$ cat src/rtl/rr_index_arbiter.sv
// Round-robin arbiter over 16 requesters; offers the granted index with valid/ready.
// Latency: one cycle from req to idx_valid. Held offers are stable until accepted. Back-to-back grants have no bubble.
module rr_index_arbiter (
  input  logic        clk,
  input  logic        rst_n,
  input  logic [15:0] req,
  input  logic        idx_ready,
  output logic        idx_valid,
  output logic [3:0]  idx,
  output logic [7:0]  grant_cnt
);

  typedef enum logic [1:0] {
    IDLE  = 2'b01,
    OFFER = 2'b10
  } state_t;

  state_t      state, state_nxt;
  logic [3:0]  last, last_nxt;
  logic [3:0]  idx_nxt;
  logic [7:0]  cnt_nxt;
  logic [15:0] req_masked;

  // Wrap-around search starting at from+1; k=16 lands back on from itself.
  function automatic logic [3:0] pick(input logic [15:0] r, input logic [3:0] from);
    logic [3:0] sel;
    logic [3:0] i;
    logic       hit;
    sel = 4'd0;
    hit = 1'b0;
    for (int k = 1; k <= 16; k++) begin
      i = from + k[3:0];
      if (!hit && r[i]) begin
        sel = i;
        hit = 1'b1;
      end
    end
    return sel;
  endfunction

  assign req_masked = req & ~(16'h0001 << idx);

  always_comb begin
    state_nxt = state;
    idx_nxt   = idx;
    last_nxt  = last;
    cnt_nxt   = grant_cnt;
    case (state)
      IDLE: begin
        if (req != 16'h0000) begin
          idx_nxt   = pick(req, last);
          state_nxt = OFFER;
        end
      end
      OFFER: begin
        if (idx_ready) begin
          last_nxt = idx;
          cnt_nxt  = grant_cnt + 8'd1;
          if (req_masked != 16'h0000) begin
            idx_nxt = pick(req_masked, idx);
          end else begin
            state_nxt = IDLE;
          end
        end
      end
      default: state_nxt = IDLE;
    endcase
  end

  always_ff @(posedge clk or negedge rst_n) begin
    if (!rst_n) begin
      state     <= IDLE;
      last      <= 4'd15;
      idx       <= 4'd0;
      grant_cnt <= 8'd0;
    end else begin
      state     <= state_nxt;
      last      <= last_nxt;
      idx       <= idx_nxt;
      grant_cnt <= cnt_nxt;
    end
  end

  // Valid is decoded from the state register only, so it carries no path from inputs.
  assign idx_valid = (state == OFFER);

endmodule

$ cat config.mk
export PLATFORM = sky130hd
export DESIGN_NAME = rr_index_arbiter
export DESIGN_NICKNAME = d
export VERILOG_FILES = /design/src/rtl/rr_index_arbiter.sv
export SDC_FILE = /design/constraint.sdc
export NUM_CORES = 1
export LEC_CHECK = 0
export CAP_MARGIN = 20
export CORE_ASPECT_RATIO = 2
export CORE_MARGIN = 1
export CORE_UTILIZATION = 35
export CTS_BUF_LIST = sky130_fd_sc_hd__clkbuf_8 sky130_fd_sc_hd__clkbuf_16
export CTS_CLUSTER_DIAMETER = 50
export DETAILED_ROUTE_END_ITERATION = 10
export PLACE_DENSITY = 0.63
export SYNTH_ARGS = -nofsm -noshare
export SYNTH_HDL_FRONTEND = slang
export SYNTH_SLANG_ARGS = --single-unit
$ cat constraint.sdc
create_clock -name clk -period 5.4 [get_ports clk]
set_input_delay 0.54 -clock clk [delete_from_list [all_inputs] [get_ports clk]]
set_output_delay 0.54 -clock clk [all_outputs]
set_load 0.01 [all_outputs]
==> out/qor.txt, run 1 <==
DRC: 0
Final Slew Violations: 0
Post-DP HPWL: 22700 µm
Crit path required time: 5.52 ns
1st-iter DRT viols: 508
Final worst slack: 0.753 ns
Layout Skew: 0.00213 ns
Number of global-route vias before repair: 6935
Die height: 192 µm
Worst setup SP type: register
Dpl ws: 0.827 ns
Area Growth Syn to Fin: 9.66%
CP arrival: 4.77 ns
Area of the multi-input gates: 5490 µm²
Row cnt: 69
Num CTS Buffers: 3
Gpl congestion: 1.04
Post-synth ARST share: 100%
Post-CTS setup buffer count: 0
N_diodes: 0
Fillers: 1856
Chip Width: 97.2 µm
Core Box Area: 17800 µm²
Yosys Warn Count: 0
PortBufs: 31
Largest net degree at the start of global routing: 43
Clock Sinks: 18
Initial antenna violation count: 0
Slew headroom: 21.9%
Final Setup Violations: 0
Fmax: 0.215 GHz
Synth Register Bits: 18
Initial DRT Pass Iterations: 5
Worst r2r src: idx[3]$_DFFE_PN0P_
Final ANT Viol Nets: 0
Gr usage total: 30.3%
Post-synth EDFFs: 0
Ys flop type: dfrtp_1
Min Tclk post-route: 4.65 ns
CP max-delay cell: dfrtp_2
Buf/Inv on CP: 1
Crit. End Element: register
Total Wirelength: 28600 µm
Final net count: 832
Crit path max fanout: 42
Fin area: 6960 µm²
First-pass GRT wire length: 42500 µm
Max Cap Viol: 0
Outcome: finished clean
Register area: 458 µm²
CP Class: reg -> reg
Crit path largest cell delay: 0.90 ns
Layout cells sized above 1: 19.3%
Syn_area_per_cell: 8.08 µm²
Syn Inst Count: 785
Post-synthesis sequential area ratio: 7.20%
Vias: 6932
HP Start: grant_cnt[7]$_DFFE_PN0P_
Hold Crit Class: reg -> reg
Post-layout util: 39.1%
Mapped cell area: 6350 µm²
Tcrit/Tclk final: 86.1%
Syn Nets: 824
GR Overflow Total: 0
CTS resizes: 0
Max Root-Sink Buffers: 2
CP cell instances: buf_4 > nand3b_1 > nand2_1 > o21ai_0 > a2111oi_1 > a31oi_1 > nor2_1 > and3_1 > a311oi_1 > o22ai_2 > a31oi_1 > a22oi_1
IO Count: 32
DP Area: 6880 µm²
Unrepaired setup endpoints after global routing: false
Wirelength per Cell: 28.4 µm
Post-CTS Hold Buffers: 0
Root Driver: clkbuf_16
CP startpoint: idx[3]$_DFFE_PN0P_
Full die area: 18700 µm²
Reg clk slew, reported paths: 0.05 ns
Tightest Pin Transition: 1.16 ns
CTS H-tree depth: 1
Fin Setup TNS: 0 ns
Cell mode on critical path: a31oi_1
CTS tree: yes
Initial Util: 35.7%
Via density: 6.90
Worst path top cell family by delay: compound AO/OA/AOI/OAI gates
Library cells used by synthesis: 90
Clk Latency, worst-skew pair: 0.25 ns
Final hold vios: 0
[sequential cells by signal, indices dropped and copies added (netlist names)]
| name | flops |
|---|---|
| last | 4 |
| grant_cnt | 8 |
| idx | 4 |
| state | 2 |
[cells by family after synthesis]
logic type,after synthesis,share of synthesized area [%]
fa+ha+maj,20,3.94
compound gates,207,23.3
buf+inv,91,6.37
xor+xnor,27,4.26
simple gates,301,24.6
mux,121,30.3
flops,18,7.20
[through the flow]
stage / hold WS (ns) / instances
2_1_floorplan: 0.244 / 785
3_3_place_gp: 0.460 / 1001
3_5_place_dp: 0.471 / 1001
4_1_cts: 0.482 / 1005
5_1_grt: 0.517 / 1005
6_report: 0.473 / 1005
[path summary, 6_finish.rpt]
kind	to	slack [ns]	cells past startpoint
max	idx[1]$_DFFE_PN0P_	0.75	12
min	grant_cnt[7]$_DFFE_PN0P_	0.47	1
max reg2reg	idx[1]$_DFFE_PN0P_	0.75	12
min reg2reg	grant_cnt[7]$_DFFE_PN0P_	0.47	1
max in group asynchronous	idx[3]$_DFFE_PN0P_	4.07	1
min in group asynchronous	grant_cnt[3]$_DFFE_PN0P_	0.76	1
[per-layer routing]
| metal | GRT usage, % | share of wire (%) | vias to the layer above |
|---|---|---|---|
| met3 | 2.61 | 4.3 | 144 |
| met4 | 29.2 | 11 | 0 |
| met1 | 27.0 | 31 | 3402 |
| met5 | 0 | 0 | - |
| li1 | - | - | 3051 |
| met2 | 58.4 | 54 | 335 |
[cell usage after synthesis, drive strengths merged, types with 8 or more instances]
cell type / n / area share, %
nor3: 9 / 0.79
nand2b: 10 / 1.1
a21oi: 36 / 2.8
o21ai: 41 / 3.2
nand4: 12 / 1.2
nand2: 78 / 4.6
a32oi: 10 / 1.4
nand3: 29 / 2.3
nor2b: 19 / 1.9
mux4: 54 / 19
and3: 12 / 1.2
dfrtp: 13 / 5.1
xnor2: 19 / 2.9
buf: 29 / 2.7
and2: 21 / 2.1
xor2: 8 / 1.4
or2: 8 / 0.79
clkbuf: 32 / 1.9
nor4: 11 / 1.1
mux2i: 36 / 5.7
a211oi: 10 / 1.3
mux2: 31 / 5.5
nor2: 62 / 3.7
inv: 26 / 1.5
a22oi: 11 / 1.3
o22ai: 12 / 1.3
nand3b: 9 / 1.1
ha: 20 / 3.9
[placed cells by master (no fill, tap or decap), drive strengths merged, types with 20 or more instances in the layout]
cell type / netlist / final
nand2: 78 / 78
nor2: 62 / 62
mux4: 54 / 54
o21ai: 41 / 41
mux2i: 36 / 36
a21oi: 36 / 36
buf: 29 / 33
mux2: 31 / 31
clkdlybuf4s50: 0 / 31
nand3: 29 / 29
inv: 26 / 27
and2: 21 / 21
ha: 20 / 20
[area by class of cell]
| type | instances | share of cell area (%) |
|---|---|---|
| repair buffers | 64 | 8.02 |
| flip-flops and latches | 18 | 6.58 |
| clock buffers | 3 | 1.08 |
| multi-input cells | 676 | 78.8 |
| inverters | 30 | 1.62 |
| clock inverters | 1 | 0.0539 |
| well taps | 213 | 3.83 |
Power of run 1 is not shown: default switching activity piles up to over one toggle a cycle in this logic, so the estimate is an artifact.
==> inputs of run 2 (changes only) <==
Settings changed: SETUP_SLACK_MARGIN set to 0.05.
==> results of run 2 <==
Same layout as run 1: the final DEF is identical, and so are final timing and power.
Power of run 2 is left out for the same reason.
